**config.mk**
```make
export PLATFORM = sky130hd
export DESIGN_NAME = isdu_control_flat
export DESIGN_NICKNAME = d
export VERILOG_FILES = /design/src/rtl/isdu_control_if.sv /design/src/rtl/isdu_control.sv /design/src/flat_wrapper.sv
export SDC_FILE = /design/constraint.sdc
export NUM_CORES = 1
export LEC_CHECK = 0
export CELL_PAD_IN_SITES_DETAIL_PLACEMENT = 1
export CELL_PAD_IN_SITES_GLOBAL_PLACEMENT = 1
export CORE_MARGIN = 2
export CORE_UTILIZATION = 27
export CTS_BUF_LIST = sky130_fd_sc_hd__clkbuf_4
export DETAILED_ROUTE_END_ITERATION = 8
export GPL_ROUTABILITY_DRIVEN = 1
export GPL_TIMING_DRIVEN = 0
export PLACE_DENSITY_LB_ADDON = 0.1
export SYNTH_ARGS = -nofsm -noshare
export SYNTH_HDL_FRONTEND = slang
export SYNTH_SLANG_ARGS = --single-unit
```
**constraint.sdc**
```tcl
create_clock -name Clk -period 1.8 [get_ports Clk]
set_input_delay 0.45 -clock Clk [delete_from_list [all_inputs] [get_ports Clk]]
set_output_delay 0.45 -clock Clk [all_outputs]
set_load 0.02 [all_outputs]
```
**src/rtl/isdu_control_if.sv**
```systemverilog
// Control-to-datapath bundle for the LC-3 sequencer.
// master = isdu_control, slave = datapath side.
interface isdu_control_if;
    logic        Run;
    logic        Continue;
    logic [15:0] IR;
    logic        BEN;
    logic        LD_MAR;
    logic        LD_MDR;
    logic        LD_IR;
    logic        LD_BEN;
    logic        LD_CC;
    logic        LD_REG;
    logic        LD_PC;
    logic        GatePC;
    logic        GateMDR;
    logic        GateALU;
    logic        GateMARMUX;
    logic [1:0]  PCMUX;
    logic [1:0]  ADDR2MUX;
    logic [1:0]  ALUK;
    logic        ADDR1MUX;
    logic        SR1MUX;
    logic        DRMUX;
    logic        SR2MUX;
    logic        MIO_EN;
    logic        Mem_OE;
    logic        Mem_WE;

    modport master (
        input  Run, Continue, IR, BEN,
        output LD_MAR, LD_MDR, LD_IR, LD_BEN, LD_CC, LD_REG, LD_PC,
        output GatePC, GateMDR, GateALU, GateMARMUX,
        output PCMUX, ADDR2MUX, ALUK, ADDR1MUX, SR1MUX, DRMUX, SR2MUX,
        output MIO_EN, Mem_OE, Mem_WE
    );

    modport slave (
        output Run, Continue, IR, BEN,
        input  LD_MAR, LD_MDR, LD_IR, LD_BEN, LD_CC, LD_REG, LD_PC,
        input  GatePC, GateMDR, GateALU, GateMARMUX,
        input  PCMUX, ADDR2MUX, ALUK, ADDR1MUX, SR1MUX, DRMUX, SR2MUX,
        input  MIO_EN, Mem_OE, Mem_WE
    );
endinterface

```
**src/rtl/isdu_control.sv**
```systemverilog
// LC-3 instruction sequencing/decode FSM (Moore).
// Memory states hold for MEM_WAIT+1 cycles via a 3-bit counter.
module isdu_control #(
    parameter int unsigned MEM_WAIT = 2
) (
    input logic            Clk,
    input logic            Reset,
    isdu_control_if.master bus
);

    typedef enum logic [4:0] {
        HALTED, S18, S33, S35, S32,
        S1, S5, S9, S0, S22, S12,
        S4, S21, S6, S25, S27,
        S7, S23, S16, P1, P2
    } state_t;

    localparam logic [2:0] WAIT_LAST = 3'(MEM_WAIT);

    state_t     state;
    state_t     state_nx;
    logic [2:0] cnt;
    logic       mem_st;
    logic       mem_done;
    logic       imm_q;
    logic       unused_ir;

    assign mem_st   = (state == S33) || (state == S25) ||
                      (state == S16);
    assign mem_done = (cnt == WAIT_LAST);
    assign unused_ir = ^{bus.IR[11:6], bus.IR[4:0]};

    // State register
    always_ff @(posedge Clk or negedge Reset) begin
        if (!Reset) state <= HALTED;
        else        state <= state_nx;
    end

    // Wait counter: zero outside memory states, so each entry starts at 0
    always_ff @(posedge Clk or negedge Reset) begin
        if (!Reset)                   cnt <= '0;
        else if (mem_st && !mem_done) cnt <= cnt + 3'd1;
        else                          cnt <= '0;
    end

    // Capture the immediate flag at decode so outputs stay state-only
    always_ff @(posedge Clk or negedge Reset) begin
        if (!Reset)            imm_q <= 1'b0;
        else if (state == S32) imm_q <= bus.IR[5];
    end

    // Next-state logic
    always_comb begin
        state_nx = state;
        unique case (state)
            HALTED: state_nx = bus.Run ? S18 : HALTED;
            S18:    state_nx = S33;
            S33:    state_nx = mem_done ? S35 : S33;
            S35:    state_nx = S32;
            S32: begin
                case (bus.IR[15:12])
                    4'b0001: state_nx = S1;
                    4'b0101: state_nx = S5;
                    4'b1001: state_nx = S9;
                    4'b0000: state_nx = S0;
                    4'b1100: state_nx = S12;
                    4'b0100: state_nx = S4;
                    4'b0110: state_nx = S6;
                    4'b0111: state_nx = S7;
                    4'b1101: state_nx = P1;
                    default: state_nx = S18;
                endcase
            end
            S1, S5, S9: state_nx = S18;
            S0:     state_nx = bus.BEN ? S22 : S18;
            S22:    state_nx = S18;
            S12:    state_nx = S18;
            S4:     state_nx = S21;
            S21:    state_nx = S18;
            S6:     state_nx = S25;
            S25:    state_nx = mem_done ? S27 : S25;
            S27:    state_nx = S18;
            S7:     state_nx = S23;
            S23:    state_nx = S16;
            S16:    state_nx = mem_done ? S18 : S16;
            P1:     state_nx = bus.Continue ? P2 : P1;
            P2:     state_nx = bus.Continue ? P2 : S18;
            default: state_nx = HALTED;
        endcase
    end

    // Output decode from state and wait counter
    always_comb begin
        bus.LD_MAR     = 1'b0;
        bus.LD_MDR     = 1'b0;
        bus.LD_IR      = 1'b0;
        bus.LD_BEN     = 1'b0;
        bus.LD_CC      = 1'b0;
        bus.LD_REG     = 1'b0;
        bus.LD_PC      = 1'b0;
        bus.GatePC     = 1'b0;
        bus.GateMDR    = 1'b0;
        bus.GateALU    = 1'b0;
        bus.GateMARMUX = 1'b0;
        bus.PCMUX      = 2'b00;
        bus.ADDR2MUX   = 2'b00;
        bus.ALUK       = 2'b00;
        bus.ADDR1MUX   = 1'b0;
        bus.SR1MUX     = 1'b0;
        bus.DRMUX      = 1'b0;
        bus.SR2MUX     = 1'b0;
        bus.MIO_EN     = 1'b0;
        bus.Mem_OE     = 1'b1;
        bus.Mem_WE     = 1'b1;
        unique case (state)
            S18: begin
                bus.GatePC = 1'b1;
                bus.LD_MAR = 1'b1;
                bus.PCMUX  = 2'b10;
                bus.LD_PC  = 1'b1;
            end
            S33, S25: begin
                bus.MIO_EN = 1'b1;
                bus.Mem_OE = 1'b0;
                bus.LD_MDR = mem_done;
            end
            S35: begin
                bus.GateMDR = 1'b1;
                bus.LD_IR   = 1'b1;
            end
            S32: bus.LD_BEN = 1'b1;
            S1, S5, S9: begin
                bus.SR1MUX  = 1'b1;
                bus.SR2MUX  = imm_q;
                bus.ALUK    = (state == S1) ? 2'b00 :
                              (state == S5) ? 2'b01 : 2'b10;
                bus.GateALU = 1'b1;
                bus.LD_REG  = 1'b1;
                bus.LD_CC   = 1'b1;
            end
            S22: begin
                bus.ADDR1MUX = 1'b1;
                bus.ADDR2MUX = 2'b01;
                bus.PCMUX    = 2'b01;
                bus.LD_PC    = 1'b1;
            end
            S12: begin
                bus.SR1MUX   = 1'b1;
                bus.ADDR2MUX = 2'b11;
                bus.PCMUX    = 2'b01;
                bus.LD_PC    = 1'b1;
            end
            S4: begin
                bus.GatePC = 1'b1;
                bus.DRMUX  = 1'b1;
                bus.LD_REG = 1'b1;
            end
            S21: begin
                bus.ADDR1MUX = 1'b1;
                bus.PCMUX    = 2'b01;
                bus.LD_PC    = 1'b1;
            end
            S6, S7: begin
                bus.SR1MUX     = 1'b1;
                bus.ADDR2MUX   = 2'b10;
                bus.GateMARMUX = 1'b1;
                bus.LD_MAR     = 1'b1;
            end
            S27: begin
                bus.GateMDR = 1'b1;
                bus.LD_REG  = 1'b1;
                bus.LD_CC   = 1'b1;
            end
            S23: begin
                bus.ALUK    = 2'b11;
                bus.GateALU = 1'b1;
                bus.LD_MDR  = 1'b1;
            end
            S16: bus.Mem_WE = 1'b0;
            default: ;
        endcase
    end

endmodule

```
**src/flat_wrapper.sv**
```systemverilog
// flat-port wrapper written by rule: the top's interface ports become plain ports
module isdu_control_flat 
#(
    parameter int unsigned MEM_WAIT = 2
)
  (Clk, Reset, bus_Run, bus_Continue, bus_IR, bus_BEN, bus_LD_MAR, bus_LD_MDR, bus_LD_IR, bus_LD_BEN, bus_LD_CC, bus_LD_REG, bus_LD_PC, bus_GatePC, bus_GateMDR, bus_GateALU, bus_GateMARMUX, bus_PCMUX, bus_ADDR2MUX, bus_ALUK, bus_ADDR1MUX, bus_SR1MUX, bus_DRMUX, bus_SR2MUX, bus_MIO_EN, bus_Mem_OE, bus_Mem_WE);
  isdu_control_if bus_i ();
  input logic Clk;
  input logic Reset;
  input wire logic [$bits(bus_i.Run)-1:0] bus_Run;
  input wire logic [$bits(bus_i.Continue)-1:0] bus_Continue;
  input wire logic [$bits(bus_i.IR)-1:0] bus_IR;
  input wire logic [$bits(bus_i.BEN)-1:0] bus_BEN;
  output wire logic [$bits(bus_i.LD_MAR)-1:0] bus_LD_MAR;
  output wire logic [$bits(bus_i.LD_MDR)-1:0] bus_LD_MDR;
  output wire logic [$bits(bus_i.LD_IR)-1:0] bus_LD_IR;
  output wire logic [$bits(bus_i.LD_BEN)-1:0] bus_LD_BEN;
  output wire logic [$bits(bus_i.LD_CC)-1:0] bus_LD_CC;
  output wire logic [$bits(bus_i.LD_REG)-1:0] bus_LD_REG;
  output wire logic [$bits(bus_i.LD_PC)-1:0] bus_LD_PC;
  output wire logic [$bits(bus_i.GatePC)-1:0] bus_GatePC;
  output wire logic [$bits(bus_i.GateMDR)-1:0] bus_GateMDR;
  output wire logic [$bits(bus_i.GateALU)-1:0] bus_GateALU;
  output wire logic [$bits(bus_i.GateMARMUX)-1:0] bus_GateMARMUX;
  output wire logic [$bits(bus_i.PCMUX)-1:0] bus_PCMUX;
  output wire logic [$bits(bus_i.ADDR2MUX)-1:0] bus_ADDR2MUX;
  output wire logic [$bits(bus_i.ALUK)-1:0] bus_ALUK;
  output wire logic [$bits(bus_i.ADDR1MUX)-1:0] bus_ADDR1MUX;
  output wire logic [$bits(bus_i.SR1MUX)-1:0] bus_SR1MUX;
  output wire logic [$bits(bus_i.DRMUX)-1:0] bus_DRMUX;
  output wire logic [$bits(bus_i.SR2MUX)-1:0] bus_SR2MUX;
  output wire logic [$bits(bus_i.MIO_EN)-1:0] bus_MIO_EN;
  output wire logic [$bits(bus_i.Mem_OE)-1:0] bus_Mem_OE;
  output wire logic [$bits(bus_i.Mem_WE)-1:0] bus_Mem_WE;
  assign bus_i.Run = bus_Run;
  assign bus_i.Continue = bus_Continue;
  assign bus_i.IR = bus_IR;
  assign bus_i.BEN = bus_BEN;
  assign bus_LD_MAR = bus_i.LD_MAR;
  assign bus_LD_MDR = bus_i.LD_MDR;
  assign bus_LD_IR = bus_i.LD_IR;
  assign bus_LD_BEN = bus_i.LD_BEN;
  assign bus_LD_CC = bus_i.LD_CC;
  assign bus_LD_REG = bus_i.LD_REG;
  assign bus_LD_PC = bus_i.LD_PC;
  assign bus_GatePC = bus_i.GatePC;
  assign bus_GateMDR = bus_i.GateMDR;
  assign bus_GateALU = bus_i.GateALU;
  assign bus_GateMARMUX = bus_i.GateMARMUX;
  assign bus_PCMUX = bus_i.PCMUX;
  assign bus_ADDR2MUX = bus_i.ADDR2MUX;
  assign bus_ALUK = bus_i.ALUK;
  assign bus_ADDR1MUX = bus_i.ADDR1MUX;
  assign bus_SR1MUX = bus_i.SR1MUX;
  assign bus_DRMUX = bus_i.DRMUX;
  assign bus_SR2MUX = bus_i.SR2MUX;
  assign bus_MIO_EN = bus_i.MIO_EN;
  assign bus_Mem_OE = bus_i.Mem_OE;
  assign bus_Mem_WE = bus_i.Mem_WE;
  isdu_control #(.MEM_WAIT(MEM_WAIT)) u_core (.Clk(Clk), .Reset(Reset), .bus(bus_i));
endmodule
```
==> results of run 1 <==
kinds of logic after synthesis:
| logic type | count (synthesis) |
|---|---|
| xor+xnor | 3 |
| compound gates | 41 |
| fa+ha+maj | 6 |
| flops | 9 |
| buf+inv | 20 |
| mux | 3 |
| simple gates | 62 |
power by group:
part	total (uW)	leakage, uW	switching (uW)	internal [uW]
Clock	166	0.0000184	66.1	100
Combinational	2990	0.000825	1570	1420
Sequential	326	0.000116	53.3	273
Total	3490	0.000960	1690	1790
worst paths after layout:
kind,slack (ns),to,cells after the start,startpoint
max in group asynchronous,0.98,u_core.state[3],1,Reset
max,-0.37,bus_LD_MDR,6,u_core.state[2]
min reg2reg,0.46,u_core.cnt[0],1,u_core.cnt[0]
min in group asynchronous,0.50,u_core.cnt[2],1,Reset
max reg2reg,0.02,u_core.imm_q,8,u_core.state[3]
min,0.46,u_core.cnt[0],1,u_core.cnt[0]
critical path: stages, from the launching register on:
cell and delay, ns:
dfrtp_1 0.38, buf_6 0.14, or2_4 0.27, a21o_1 0.18, or2_4 0.25, o22ai_4 0.10, buf_6 0.14
metrics by stage:
step	cell area (um2)	util (%)	setup TNS, ns	cells
after floorplan	1082	-	-0.3334	144
after global placement	1473	39.93	-13.01	225
after detailed placement	1473	39.93	-13.38	225
after CTS	1868	50.64	-4.225	250
after global routing	2120	57.46	-7.427	267
final	2120	57.46	-5.808	267
area by class of cell:
type                    count  area, um2  share of cell area, %
well taps                  48      60.06                  2.834
multi-input cells         115       1010                  47.64
clock buffers               4      30.03                  1.417
repair buffers             73      671.9                  31.70
inverters                  10      37.54                  1.771
plain buffers               8      82.58                  3.896
flip-flops and latches      9      227.7                  10.74
flip-flops by register name, indices dropped and copies added (netlist names):
register and cells:
u_core.state 5, u_core.cnt 3, u_core.imm_q 1
what timing repair did:
action	4_1_cts	5_1_grt
resized for setup	195	35
buffers inserted	22	19
setup endpoints to repair	24	26
pin swaps	10	18
placed cells by master (no fill, tap or decap), types with 5 or more instances in the layout:
cell type / instances
buf_4: 38
nand2_2: 5
dfrtp_1: 7
inv_1: 6
nand2_1: 10
nor2_1: 8
clkdlybuf4s50_1: 8
ha_1: 6
buf_6: 33
nand2b_4: 5
nor2_4: 6
o21ai_0: 7
per-layer routing:
layer | track usage, % | wire [um]
met1 | 21.78 | 1847
met2 | 40.88 | 2631
met3 | 3.066 | 194
met4 | 5.357 | 73
met5 | 0 | 0
==> reports/metrics.csv, run 1 <==
metric,value,unit
synthArstFlopShare,100.0,%
final-setup-viol-count,24,
clkSinkCount,9,
start_util,28.43,%
synthMuxAreaShare,2.983,%
synth-simple-area-share,29.83,%
cp_data_arrival_time,1.72,ns
synth_adder_area_share,7.160,%
hold_viol,0,
fin_crit_sh,120.7,%
cts_buffer_depth,2,
antenna_found_initial,0,
yosys_warnings,0,
tightestPinTransition,0.4257,ns
yosys_register_bits,9,
root_buffer,clkbuf_4,
layout_min_cycle_time,2.173,ns
grt_pass1_wl,6.851,mm
hpwl,2.773,mm
yosys_most_used_dff,dfrtp_1,
max_cap_viol_count,0,
viasPerCell,5.180,
synth_top_family_by_area,simple AND/OR/NAND/NOR gates,
ios,45,
grt_max_degree,11,
grt-ovfl-total,0,
rsz0062_at_grt,true,
core,3689,um2
ant_nets,0,
power,3485,uW
drive_gt1_share,60.27,%
area_growth,102.1,%
critPathMaxFanout,7,
p_leak,0.0009597,uW
synth_commonest_cells,"nand2_1 (16), nor2_1 (16), inv_1 (10), nand2b_1 (10), o21ai_0 (10)",
vias,1383,
diodes,0,
synth_top_cell_by_area,dfrtp_1,
die_w,66.32,um
dr.pass1.iters,4,
core.rowCount,22,
clk_pin_slew,0.06,ns
crit_required,1.35,ns
drt_iter0_markers,33,
hold_path_class,flip-flop to flip-flop,
worstSetupPathType,flip-flop to output port,
clkLatencyLatePin,0.25,ns
outcome,"complete, but fails checks",
layout_setup_ws,-0.3726,ns
grt_pass1_vias,1435,
syn_inst,144,
route.detailed.drc,0,
fin_nets,247,
die_h,66.32,um
dieArea,4398,um2
drt_wl_total,4.747,mm
timing.clock.skew,0.004074,ns
synth_cell_types,40,
synthXorXnorAreaFrac,2.506,%
slew_headroom,71.53,%
synth_edf_count,0,
syn_avg_cell_area,7.281,um2
synth_compound_area_share,27.33,%
yosysTopAreaCellShare,21.48,%
cts_buffers,3,
fin_hold_ws,0.4608,ns
synth_fp_nets,171,
place_ws,-0.7516,ns
violations,negative setup slack,
port_buffers,33,
gp_congestion,0.8150,
wl_per_cell,17.78,um
htree_levels,1,
synthTopCellsByArea,"dfrtp_1 (21%), ha_1 (7.2%), nand2b_1 (6.0%), nand2_1 (5.7%), nor2_1 (5.7%)",
critPathLaunchType,flip-flop,
cts_tree,built,
grtUsageTotal,20.46,%
cp-end-kind,output port,
p_per_area,1644,nW/um2
fmax,460.3,MHz
ir_drop,0.5733,mV
seq_area_frac_synth,21.48,%
fillers,434,
postCtsHoldBufs,0,
syn-cell-area,1049,um2
slew_violations,0,
Note: power is estimated with default switching activity, not from simulation.
==> run 2, diff against run 1 <==
Settings changed: CAP_MARGIN set to 20, PLACE_DENSITY set to 0.85, PLACE_DENSITY_LB_ADDON 0.1 to unset.
==> run 2 against run 1 <==
Compared with the run above:
- the run still ends with negative setup slack left
- design area is 3.6% lower
- sequential power is essentially flat
- utilization decreased by 2.1 points
- global-route usage decreased by 2.1 points
- register-to-register slack worse by 0.02 ns
- highest routed layer unchanged
- non-clock buffer count down 8
==> reports/metrics.csv, run 2 (synthesis results as in run 1) <==
metric,value,unit,change
outcome,"complete, but fails checks",,unchanged
violations,negative setup slack,,unchanged
fin_crit_sh,120.2,%,was 120.7%
worst-r2r-cell-count,7,,was 8
critPathMaxFanout,4,,was 7
clkSinkCount,9,,unchanged
slew_headroom,69.68,%,was 71.53%
die_h,66.32,um,unchanged
cp-end-kind,output port,,unchanged
top_register,u_core.state,,unchanged
core,3689,um2,unchanged
hpwl,2.564,mm,was 2.773 mm
fmax,462.2,MHz,was 460.3 MHz
crit_required,1.35,ns,about the same
antenna_found_initial,0,,unchanged
largestRegisters,"u_core.state: 5 flops, u_core.cnt: 3 flops, u_core.imm_q: 1 flops",,unchanged
clk_pin_slew,0.06,ns,about the same
grt_pass1_vias,1294,,"was 1,435"
die_w,66.32,um,unchanged
dp.cells,225,,unchanged
worstSetupPathType,flip-flop to output port,,unchanged
core.rowCount,22,,unchanged
ios,45,,unchanged
wl_per_cell,19.22,um,was 17.78 um
cts_tree,built,,unchanged
crit_start,u_core.state[3],,was u_core.state[2]
hold_viol,0,,unchanged
use_met2,34.00,%,was 40.88%
grtUsageTotal,18.35,%,was 20.46%
gp_congestion,0.8483,,was 0.8150
layout_commonest_cell,buf_6,,was buf_4
fin_nets,239,,was 247
tightestPinTransition,0.4547,ns,was 0.4257 ns
layout_min_cycle_time,2.163,ns,was 2.173 ns
cp-endpoint,bus_ADDR2MUX[1],,was bus_LD_MDR
viasPerCell,5.347,,was 5.180
fin_cells,259,,was 267
layout_setup_ws,-0.3634,ns,was -0.3726 ns
cp_data_arrival_time,1.71,ns,was 1.72 ns
vias,1385,,"was 1,383"
r2r_end,u_core.imm_q,,unchanged
grt_busiest_layer,met2,,unchanged
port_buffers,33,,unchanged
final-setup-viol-count,24,,unchanged
rsz0062_at_grt,true,,unchanged
clkLatencyLatePin,0.27,ns,was 0.25 ns
root_buffer,clkbuf_4,,unchanged
p_per_area,1703,nW/um2,was 1644 nW/um2
drt_iter0_markers,37,,was 33
dieArea,4398,um2,unchanged
dr.pass1.iters,4,,unchanged
max_cap_viol_count,0,,unchanged
p_leak,0.0009507,uW,was 0.0009597 uW
slew_violations,0,,unchanged
power,3480,uW,was 3485 uW
drt_wl_total,4.979,mm,was 4.747 mm
place_ws,-0.7114,ns,was -0.7516 ns
gr-usage-met3,2.044,%,was 3.066%
layout_common_cells,"buf_6 (31), buf_4 (29), nand2_1 (12)",,"was buf_4 (38), buf_6 (33), nand2_1 (10)"
area_growth,94.87,%,was 102.1%
hold_path_class,input port to asynchronous set/reset pin,,was flip-flop to flip-flop
timing.clock.skew,0.003504,ns,was 0.004074 ns
ir_drop,0.4945,mV,was 0.5733 mV
grt_max_degree,11,,unchanged
reg2reg_from,u_core.state[3],,unchanged
met1_usage,20.79,%,was 21.78%
grt_pass1_wl,6.154,mm,was 6.851 mm
route.detailed.drc,0,,unchanged
cts_buffer_depth,2,,unchanged
r2r_slack,0,ns,was 0.02 ns
ant_nets,0,,unchanged
postLayoutCoreUtil,55.39,%,was 57.46%
postCtsHoldBufs,0,,unchanged
tns,-5.382,ns,was -5.808 ns
start_util,28.43,%,unchanged
htree_levels,1,,unchanged
grt-ovfl-total,0,,unchanged
diodes,0,,unchanged
critPathLaunchType,flip-flop,,unchanged
largest_register_ffs,5,,unchanged
drive_gt1_share,54.98,%,was 60.27%
cts_buffers,3,,unchanged
==> run 2: cell count changes in the layout (fill, tap and decap cells not counted), moves of 2 or more <==
cell,change
nand2_2,-3
nor3_2,-2
buf_4,-9
buf_6,-2
nor2_2,-2
nor2_1,+3
nand2_1,+2
==> run 2: where the power goes <==
part / internal, uW / switching, uW
Sequential: 270 / 56.5
Combinational: 1410 / 1570
Clock: 101 / 77.1
Total: 1780 / 1700
==> run 2: repair_timing <==
| action | 4_1_cts | 5_1_grt |
|---|---|---|
| gates resized for setup | 171 | 51 |
| cloned | 0 | 0 |
| setup buffers | 13 | 20 |
| pin swaps | 4 | 13 |
| setup endpoints to repair | 24 | 25 |
==> run 2: worst max-delay path, stage by stage, from the launching register on <==
cell and delay [ns]:
dfrtp_2 0.45, buf_6 0.15, nor4b_4 0.24, a31oi_1 0.07
or2_4 0.26, o31ai_2 0.07, buf_4 0.19
==> run 2: metal layers <==
layer / vias to the layer above / share of wire [%]
met5: - / 0
met1: 690 / 41
met2: 42 / 54
met4: 0 / 2.7
li1: 640 / -
met3: 13 / 2.8
==> run 2: through the flow <==
step	instance area [um2]	hold WS, ns
floorplan	1082	0.1544
global placement	1473	0.4509
detailed placement	1473	0.4533
CTS	1712	0.4812
global route	2043	0.4988
finish	2043	0.4697
==> run 2: worst min path at each step <==
stage / startpoint / endpoint / slack [ns] / depth (start not counted)
5_1_grt: Reset / u_core.state[2] / 0.50 / 1
2_1_floorplan: Reset / u_core.cnt[0] / 0.15 / 0
3_5_place_dp: u_core.cnt[0] / u_core.cnt[0] / 0.45 / 1
4_1_cts: Reset / u_core.state[2] / 0.48 / 1
6_report: Reset / u_core.state[2] / 0.47 / 1
3_3_place_gp: u_core.cnt[0] / u_core.cnt[0] / 0.45 / 1
==> run 2: cell type report <==
cell class                      instances  area (um2)
Clock buffer                            4       30.03
Tap cell                               48       60.06
Multi-Input combinational cell        115       992.2
Inverter                               10       40.04
Buffer                                  9       97.59
Timing Repair Buffer                   64       596.8
Fill cell                             438        1645
Sequential cell                         9       226.5
==> run 3, diff against run 2 <==
Settings changed: CORE_MARGIN 2 to unset.
==> run 3 against run 2 <==
Compared with the run above:
- the run still ends with negative setup slack left
- via count increased by 3.8%
- hold slack improved by 0.0012 ns
- clock skew about the same
- die area decreased by 5.9%
- clock-buffer cell count unchanged
- utilization increased by 1.5 points
- critical endpoint is now bus_LD_MDR
- largest cell class unchanged
==> reports/metrics.csv, run 3 (synthesis results as in run 1) <==
metric,value,unit,change
outcome,"complete, but fails checks",,unchanged
violations,negative setup slack,,unchanged
tightestPinTransition,0.4089,ns,was 0.4547 ns
combPwrFrac,86.7,%,was 85.5%
grtUsageTotal,21.81,%,was 18.35%
slew_violations,0,,unchanged
ir_drop,0.5333,mV,was 0.4945 mV
die_w,64.32,um,was 66.32 um
clk_pin_slew,0.06,ns,about the same
core,3689,um2,unchanged
die_h,64.32,um,was 66.32 um
top_register,u_core.state,,unchanged
largest_register_ffs,5,,unchanged
root_buffer,clkbuf_4,,unchanged
p_per_area,1765,nW/um2,was 1703 nW/um2
critPathLaunchType,flip-flop,,unchanged
cts_buffer_depth,2,,unchanged
port_buffers,33,,unchanged
pwr-share-seq,8.8,%,was 9.4%
layout_commonest_cell,buf_4,,was buf_6
p_sw,1821,uW,was 1701 uW
hold_path_class,flip-flop to flip-flop,,was input port to asynchronous set/reset pin
layout_setup_ws,-0.3997,ns,was -0.3634 ns
gp_congestion,0.8491,,was 0.8483
gr-usage-met3,2.679,%,was 2.044%
crit_required,1.35,ns,about the same
fmax,454.6,MHz,was 462.2 MHz
hpwl,2.523,mm,was 2.564 mm
drt_iter0_markers,96,,was 37
post_dp_cell_area,1473,um2,unchanged
slew_headroom,72.66,%,was 69.68%
fin_cells,264,,was 259
dr.pass1.iters,4,,unchanged
final_area,2100,um2,was 2043 um2
largestRegisters,"u_core.state: 5 flops, u_core.cnt: 3 flops, u_core.imm_q: 1 flops",,unchanged
final-setup-viol-count,24,,unchanged
layout_min_cycle_time,2.200,ns,was 2.163 ns
route.detailed.drc,0,,unchanged
grt_pass1_wl,6.948,mm,was 6.154 mm
clkLatencyLatePin,0.26,ns,was 0.27 ns
use_met2,41.05,%,was 34.00%
wl_per_cell,20.36,um,was 19.22 um
htree_levels,1,,unchanged
grt_max_degree,11,,unchanged
ios,45,,unchanged
dp.cells,225,,unchanged
vias,1438,,"was 1,385"
max_cap_viol_count,0,,unchanged
cp_data_arrival_time,1.75,ns,was 1.71 ns
grt-ovfl-total,0,,unchanged
rsz0062_at_grt,true,,unchanged
p_int,1884,uW,was 1779 uW
timing.clock.skew,0.003501,ns,was 0.003504 ns
critPathMaxFanout,6,,was 4
layout_common_cells,"buf_4 (41), buf_6 (24), nand2_1 (10)",,"was buf_6 (31), buf_4 (29), nand2_1 (12)"
fin_nets,244,,was 239
fillers,423,,was 438
start_util,28.43,%,unchanged
dieArea,4136,um2,was 4398 um2
area_growth,100.2,%,was 94.87%
grt_pass1_vias,1413,,"was 1,294"
fin_crit_sh,122.2,%,was 120.2%
cp-end-kind,output port,,unchanged
diodes,0,,unchanged
cts_tree,built,,unchanged
core.rowCount,22,,unchanged
antenna_found_initial,0,,unchanged
grt_busiest_layer,met2,,unchanged
viasPerCell,5.447,,was 5.347
hold_viol,0,,unchanged
cts_buffers,3,,unchanged
drive_gt1_share,58.33,%,was 54.98%
clkSinkCount,9,,unchanged
drt_wl_total,5.374,mm,was 4.979 mm
clkPwrFrac,4.6,%,was 5.1%
sw_frac_of_total,49.15,%,was 48.88%
p_leak,0.0009472,uW,was 0.0009507 uW
ant_nets,0,,unchanged
worstSetupPathType,flip-flop to output port,,unchanged
met1_usage,25.05,%,was 20.79%
run 3: cell count changes in the layout (fill, tap and decap cells not counted), sizes merged:
cell           change
clkdlybuf4s50      +1
buf                +6
dlymetal6s2s       -1
clkbuf             -1
run 3: worst max-delay path, stage by stage (launching register included):
cell	delay, ns
dfrtp_1	0.39
buf_6	0.14
or2_4	0.25
a21o_1	0.20
or2_4	0.27
o22ai_4	0.11
buf_6	0.14
run 3: power groups by stage:
stage          logic [uW]  registers, uW  clock network (uW)
6_report             3210            325                 169
5_1_grt              3350            336                 191
2_1_floorplan        1200            306                   0
3_5_place_dp         1830            323                   0
4_1_cts              2530            320                 174
3_3_place_gp         1800            317                   0
run 3: path summary, 6_finish.rpt:
path / start / cells after the start / slack (ns) / to
min: u_core.cnt[0] / 1 / 0.47 / u_core.cnt[0]
min in group asynchronous: Reset / 1 / 0.49 / u_core.cnt[0]
min reg2reg: u_core.cnt[0] / 1 / 0.47 / u_core.cnt[0]
max reg2reg: u_core.state[0] / 8 / 0.09 / u_core.state[2]
max in group asynchronous: Reset / 1 / 1.00 / u_core.state[3]
max: u_core.state[2] / 6 / -0.40 / bus_LD_MDR
run 3: area by class of cell:
| type | instances | area, um2 | share of cell area (%) |
|---|---|---|---|
| multi-input cells | 115 | 1012 | 48.21 |
| flip-flops and latches | 9 | 226.5 | 10.79 |
| clock buffers | 4 | 30.03 | 1.430 |
| repair buffers | 69 | 629.4 | 29.98 |
| inverters | 10 | 40.04 | 1.907 |
| plain buffers | 9 | 101.3 | 4.827 |
| well taps | 48 | 60.06 | 2.861 |
run 3: timing repair:
| action | 4_1_cts | 5_1_grt |
|---|---|---|
| pin swaps | 15 | 13 |
| endpoints found under the setup margin | 24 | 26 |
| hold endpoints to repair | 0 | 0 |
| buffers inserted | 22 | 15 |
| hold buffers | 0 | 0 |
| gates resized for setup | 185 | 38 |
| gates cloned | 1 | 0 |
run 3: stage by stage:
step	power [uW]	setup slack, ns	setup TNS, ns	hold WS (ns)	util (%)
final	3705	-0.3997	-5.662	0.4710	56.92
after global placement	2117	-0.7107	-12.30	0.4506	39.93
after floorplan	1508	-0.1209	-0.3334	0.1544	-
after CTS	3026	-0.3401	-4.172	0.4699	50.03
after global routing	3873	-0.4373	-6.896	0.5014	56.92
after detailed placement	2152	-0.7373	-12.68	0.4576	39.93
run 3: routing by layer:
layer,wire [um],part of all wire (%)
met5,0,0
met4,221,4.1
met3,255,4.7
met2,2821,52
met1,2076,39
